$ cat config.mk
export PLATFORM = sky130hd
export DESIGN_NAME = exec_issue
export DESIGN_NICKNAME = d
export VERILOG_FILES = /design/src/rtl/exec_pkg.sv /design/src/rtl/exec_decode.sv /design/src/rtl/exec_issue.sv
export SDC_FILE = /design/constraint.sdc
export NUM_CORES = 1
export LEC_CHECK = 0
export ABC_CLOCK_PERIOD_IN_PS = 1600
export CORE_MARGIN = 1.5
export CORE_UTILIZATION = 43
export DETAILED_ROUTE_END_ITERATION = 6
export GPL_TIMING_DRIVEN = 0
export PLACE_DENSITY = 0.76
export SYNTH_ARGS = -nofsm -noshare
export SYNTH_HDL_FRONTEND = slang
export SYNTH_SLANG_ARGS = --single-unit
export TNS_END_PERCENT = 5
$ cat constraint.sdc
create_clock -name clock -period 1.6 [get_ports clock]
set_clock_uncertainty 0.1 [all_clocks]
set_input_delay 0.4 -clock clock [delete_from_list [all_inputs] [get_ports clock]]
set_output_delay 0.4 -clock clock [all_outputs]
set_load 0.02 [all_outputs]
$ cat src/rtl/exec_pkg.sv
// Shared definitions for the execute-issue block: instruction layout, class and
// sub-op codes, datapath widths and the issue FSM state type.
package exec_pkg;

    localparam int INSTR_W  = 32;
    localparam int REG_W    = 32;
    localparam int RADDR_W  = 5;
    localparam int SUBOP_W  = 3;
    localparam int IMM_W    = 16;
    localparam int SHAMT_W  = 5;

    typedef enum logic [2:0] {
        SHIFT_REG   = 3'b000,
        ARITH_LOGIC = 3'b001,
        MEM_READ    = 3'b100,
        MEM_WRITE   = 3'b101
    } class_e;

    typedef enum logic [2:0] {
        SH_SLL = 3'd0,
        SH_SRL = 3'd1,
        SH_SRA = 3'd2,
        SH_ROL = 3'd3
    } shift_op_e;

    typedef enum logic [2:0] {
        AR_ADD  = 3'd0,
        AR_SUB  = 3'd1,
        AR_AND  = 3'd2,
        AR_OR   = 3'd3,
        AR_XOR  = 3'd4,
        AR_SLT  = 3'd5,
        AR_SLTU = 3'd6,
        AR_LUI  = 3'd7
    } arith_op_e;

    typedef enum logic [1:0] {
        IDLE  = 2'd0,
        READ  = 2'd1,
        ISSUE = 2'd2,
        WB    = 2'd3
    } state_e;

    typedef struct packed {
        logic [2:0]         cls;
        logic [SUBOP_W-1:0] subop;
        logic [RADDR_W-1:0] dest;
        logic [RADDR_W-1:0] src1;
        logic [IMM_W-1:0]   imm;
    } instr_t;

endpackage

$ cat src/rtl/exec_decode.sv
// Combinational class/sub-op decode: selects the shift unit, the arithmetic
// unit, or flags the instruction as unsupported. Exactly one output is high.
module exec_decode
    import exec_pkg::*;
(
    input  logic [2:0]         class_i,
    input  logic [SUBOP_W-1:0] subop_i,
    output logic               shift_sel_o,
    output logic               arith_sel_o,
    output logic               illegal_o
);

    always_comb begin
        // NOTE: every output gets a default before the case so no path leaves it unassigned (no latch).
        shift_sel_o = 1'b0;
        arith_sel_o = 1'b0;
        illegal_o   = 1'b0;
        case (class_i)
            SHIFT_REG: begin
                if (subop_i[2]) illegal_o   = 1'b1;  // only sub-ops 0..3 are shifts
                else            shift_sel_o = 1'b1;
            end
            ARITH_LOGIC: arith_sel_o = 1'b1;
            default:     illegal_o   = 1'b1;
        endcase
    end

endmodule

$ cat src/rtl/exec_issue.sv
// Execute-issue FSM: accepts one instruction, reads its source register,
// drives the selected ALU for one cycle and reports the writeback a cycle later.
module exec_issue
    import exec_pkg::*;
#(
    parameter int INSTR_WIDTH    = 32,
    parameter int REGISTER_WIDTH = 32
) (
    input  logic                      clock,
    input  logic                      reset,
    input  logic                      instr_valid,
    output logic                      instr_ready,
    input  logic [INSTR_WIDTH-1:0]    instr,
    output logic [RADDR_W-1:0]        rf_raddr,
    input  logic [REGISTER_WIDTH-1:0] rf_rdata,
    output logic                      shift_enable,
    output logic [SUBOP_W-1:0]        shift_operation,
    output logic [SHAMT_W-1:0]        shift_amt,
    output logic [REGISTER_WIDTH-1:0] shift_in,
    output logic                      arith_enable,
    output logic [SUBOP_W-1:0]        arith_operation,
    output logic [REGISTER_WIDTH-1:0] arith_a,
    output logic [IMM_W-1:0]          arith_imm,
    output logic                      wb_valid,
    output logic [RADDR_W-1:0]        wb_dest,
    output logic                      illegal
);

    instr_t instr_w;
    assign instr_w = instr;

    state_e                    state_q;
    logic                      ready_q;
    logic [2:0]                cls_q;
    logic [SUBOP_W-1:0]        subop_q;
    logic [RADDR_W-1:0]        dest_q;
    logic [IMM_W-1:0]          imm_q;
    logic [REGISTER_WIDTH-1:0] operand_q;
    logic [RADDR_W-1:0]        raddr_q;
    logic                      shift_en_q, arith_en_q, illegal_q, wb_valid_q;
    logic [SUBOP_W-1:0]        shift_op_q, arith_op_q;
    logic [SHAMT_W-1:0]        shift_amt_q;
    logic [REGISTER_WIDTH-1:0] shift_in_q, arith_a_q;
    logic [IMM_W-1:0]          arith_imm_q;
    logic [RADDR_W-1:0]        wb_dest_q;

    logic shift_sel, arith_sel, illegal_sel;

    exec_decode u_decode (
        .class_i     (cls_q),
        .subop_i     (subop_q),
        .shift_sel_o (shift_sel),
        .arith_sel_o (arith_sel),
        .illegal_o   (illegal_sel)
    );

    always_ff @(posedge clock or negedge reset) begin
        if (!reset) begin
            // NOTE: the latched instruction fields are reset too, so an abandoned op leaves no stale state.
            state_q     <= IDLE;
            ready_q     <= 1'b1;
            cls_q       <= '0;
            subop_q     <= '0;
            dest_q      <= '0;
            imm_q       <= '0;
            operand_q   <= '0;
            raddr_q     <= '0;
            shift_en_q  <= 1'b0;
            arith_en_q  <= 1'b0;
            illegal_q   <= 1'b0;
            wb_valid_q  <= 1'b0;
            shift_op_q  <= '0;
            arith_op_q  <= '0;
            shift_amt_q <= '0;
            shift_in_q  <= '0;
            arith_a_q   <= '0;
            arith_imm_q <= '0;
            wb_dest_q   <= '0;
        end else begin
            // NOTE: non-blocking throughout; pulses default low and are raised only in their state.
            shift_en_q <= 1'b0;
            arith_en_q <= 1'b0;
            illegal_q  <= 1'b0;
            wb_valid_q <= 1'b0;
            case (state_q)
                IDLE: begin
                    if (instr_valid && ready_q) begin
                        cls_q   <= instr_w.cls;
                        subop_q <= instr_w.subop;
                        dest_q  <= instr_w.dest;
                        imm_q   <= instr_w.imm;
                        raddr_q <= instr_w.src1;
                        ready_q <= 1'b0;
                        state_q <= READ;
                    end
                end
                READ: begin
                    operand_q <= rf_rdata;
                    state_q   <= ISSUE;
                end
                ISSUE: begin
                    if (shift_sel) begin
                        shift_en_q  <= 1'b1;
                        shift_op_q  <= subop_q;
                        shift_amt_q <= imm_q[SHAMT_W-1:0];
                        shift_in_q  <= operand_q;
                        state_q     <= WB;
                    end else if (arith_sel) begin
                        arith_en_q  <= 1'b1;
                        arith_op_q  <= subop_q;
                        arith_a_q   <= operand_q;
                        arith_imm_q <= imm_q;
                        state_q     <= WB;
                    end else begin
                        illegal_q <= illegal_sel;
                        ready_q   <= 1'b1;
                        state_q   <= IDLE;
                    end
                end
                WB: begin
                    wb_valid_q <= 1'b1;
                    wb_dest_q  <= dest_q;
                    ready_q    <= 1'b1;
                    state_q    <= IDLE;
                end
                default: begin
                    ready_q <= 1'b1;
                    state_q <= IDLE;
                end
            endcase
        end
    end

    assign instr_ready     = ready_q;
    assign rf_raddr        = raddr_q;
    assign shift_enable    = shift_en_q;
    assign shift_operation = shift_op_q;
    assign shift_amt       = shift_amt_q;
    assign shift_in        = shift_in_q;
    assign arith_enable    = arith_en_q;
    assign arith_operation = arith_op_q;
    assign arith_a         = arith_a_q;
    assign arith_imm       = arith_imm_q;
    assign wb_valid        = wb_valid_q;
    assign wb_dest         = wb_dest_q;
    assign illegal         = illegal_q;

endmodule
==> results.yml <==
sta:
  worst_pin_slew_ns: 0.8607
  timing.hold.ws_ns: -0.06928
  fin_crit_ns: 1.729
  slew_headroom: 0.4262
  finalCritPeriodShare: 1.081
  final-max-slew-violation-count: 0
  setup_viol: 121
  setup-tns-final_ns: -10.81
  setup_ws_ns: -0.1293
  rsz0062_at_grt: "yes"
  max_freq_ghz: 0.5783
  hold_viol: 39
clock_tree:
  clk_pin_slew_ns: 0.06
  cts_buffers: 17
  clk_latency_ns: 0.42
  tritoncts: "done"
  clockBufferDepth: 2
  cts.sinks: 167
  root_buffer: "clkbuf_16"
  cts_max_level: 4
critical_path:
  critPathKind: "input port to flip-flop"
  arrival_ns: 1.93
  worst_ep_required_time_ns: 1.80
  cp-end-kind: "flip-flop"
  cp_max_fo: 5
  cp-start-kind: "input port"
global_route:
  grt.overflow.total: 0
  grt_pass1_wl_um: 22070
  grt_pass1_vias: 4246
  grt_max_degree: 93
  antenna_found_initial: 0
  grt_use_total: 0.1968
place:
  port_buffers: 172
  routabilityCongestion: 0.7136
  dpl_cell_area_um2: 8180
  hpwl_um: 9305
cells_and_area:
  stdcell_area_um2: 8969
  antenna_cells: 0
  nets: 644
  drive_above_1_share: 0.5797
  final_common_cell: "dfrtp_1"
  fin_util: 0.6436
  syn_to_final_growth_pct: 45.04
  mostFrequentLayoutCells: "164 x dfrtp_1, 134 x mux2_2, 66 x buf_2"
synthesis:
  syn-num-nets: 433
  ys.warnings.count: 0
  syn_inst: 366
  synth_area_um2: 6183
  ys_seq_elements: 167
  ys_seq_area_frac: 0.6760
  ys_types: 17
  syn_area_per_cell_um2: 16.89
hold_path:
  hold_class: "input port to async pin"
run_status:
  status: "complete, but fails checks"
  violations: "hold timing, setup timing"
route:
  postRouteAntennaNets: 0
  vias: 3783
  routed_wl_um: 14280
  drtIter0Drc: 162
  drt-pass1-iter-count: 6
  vias_per_cell: 4.913
  drc: 0
  wire_per_inst_um: 18.54
flow_run:
  drv_cap: 0
die:
  die_w_um: 122.9
  std_cell_rows: 43
  die_h_um: 122.9
  ios: 173
  start_util: 0.4437
  die-area_um2: 15110
  core-area_um2: 13930
pwr:
  irDropWorstVdd_uv: 1090
  p_leak_nw: 4.350
  powerDensity_nw_per_um2: 1902
where the power goes:
part / switching [mW] / leakage (nW) / internal [mW]
Clock: 1.75 / 0.269 / 2.18
Sequential: 1.06 / 2.13 / 6.01
Combinational: 2.82 / 1.95 / 3.24
Total: 5.63 / 4.35 / 11.4
through the flow:
step	power, mW	setup slack, ns	instances	hold WS [ns]
after floorplan	10.31	-0.06952	366	0.004409
after global placement	12.97	-6.304	718	0.3715
after detailed placement	13.28	-0.5515	719	0.3746
after CTS	17.52	-0.1049	767	-0.02596
after global routing	17.99	-0.1593	770	0.002047
final	17.06	-0.1293	770	-0.06928
sequential cells by signal (all words and copies together) (netlist names):
signal	count
arith_a	32
operand_q	32
shift_in	32
arith_imm	16
imm_q	16
dest_q	5
rf_raddr	5
shift_amt	5
wb_dest	5
arith_operation	3
cls_q	3
shift_operation	3
subop_q	3
state_q	2
arith_enable	1
illegal	1
instr_ready	1
shift_enable	1
wb_valid	1
area by class of cell:
type / count / area [µm²]
fillers: 1060 / 4966
flip-flops and latches: 167 / 4183
multi-input cells: 178 / 2044
repair buffers: 192 / 1708
clock buffers: 17 / 425.4
well taps: 180 / 225.2
plain buffers: 17 / 221.5
clock inverters: 15 / 146.4
inverters: 4 / 15.01
timing repair:
item	in CTS	in global routing
buffers inserted	13	2
setup endpoints to repair	253	219
cloned	3	1
hold endpoints to repair	90	0
pin swaps	3	1
resized for setup	382	82
synthesized netlist by cell type:
library cell  instances  area [µm²]
o21ai_0               2       10.01
inv_1                 4       15.01
dfstp_2               1       26.28
and2_1                1       6.260
clkbuf_1              1       3.750
o21a_1                1       7.510
nor4b_4               1       23.77
nor2_1                3       11.26
buf_2                16       80.08
a21oi_1               1       5.000
nor4bb_1              1       10.01
dfrtp_1             166        4154
mux2_2              158        1779
nand2b_1              3       18.77
nor3b_1               1       7.510
nand2_1               5       18.77
o22ai_1               1       6.260
path summary, 6_finish.rpt:
check	startpoint	cells past startpoint	to	slack [ns]
max in group asynchronous	reset	2	instr_ready	0.60
worst min-delay path	reset	1	arith_a[10]	-0.07
worst max-delay path	instr_valid	6	cls_q[2]	-0.13
worst min register to register	shift_operation[2]	1	shift_operation[2]	0.39
min in group clock	shift_operation[2]	1	shift_operation[2]	0.39
worst max register to register	state_q[1]	6	shift_operation[0]	-0.11
layer usage:
metal	up-vias	part of all wire	GRT usage	wire length (µm)
li1	1708	-	-	-
met1	1959	0.41	0.2338	5855
met2	106	0.52	0.3319	7490
met3	10	0.055	0.07011	792
met4	0	0.0098	0.06759	140
met5	-	0	0	0
critical path, stage by stage:
cell and delay (ns):
clkdlybuf4s50_1 0.49, nor4bb_4 0.28, buf_4 0.19, buf_4 0.14, buf_16 0.11, mux2_2 0.32
cells by family (layout without fill, tap and decap cells):
logic type / count (synthesis) / after routing / share of synthesized area
AOI/OAI and AO/OA: 5 / 5 / 0.004654
muxes: 158 / 158 / 0.2877
and+or+nand+nor: 15 / 15 / 0.01558
DFF: 167 / 167 / 0.6760
buffers and inverters: 21 / 245 / 0.01598
Note: power is estimated with default switching activity, not from simulation.
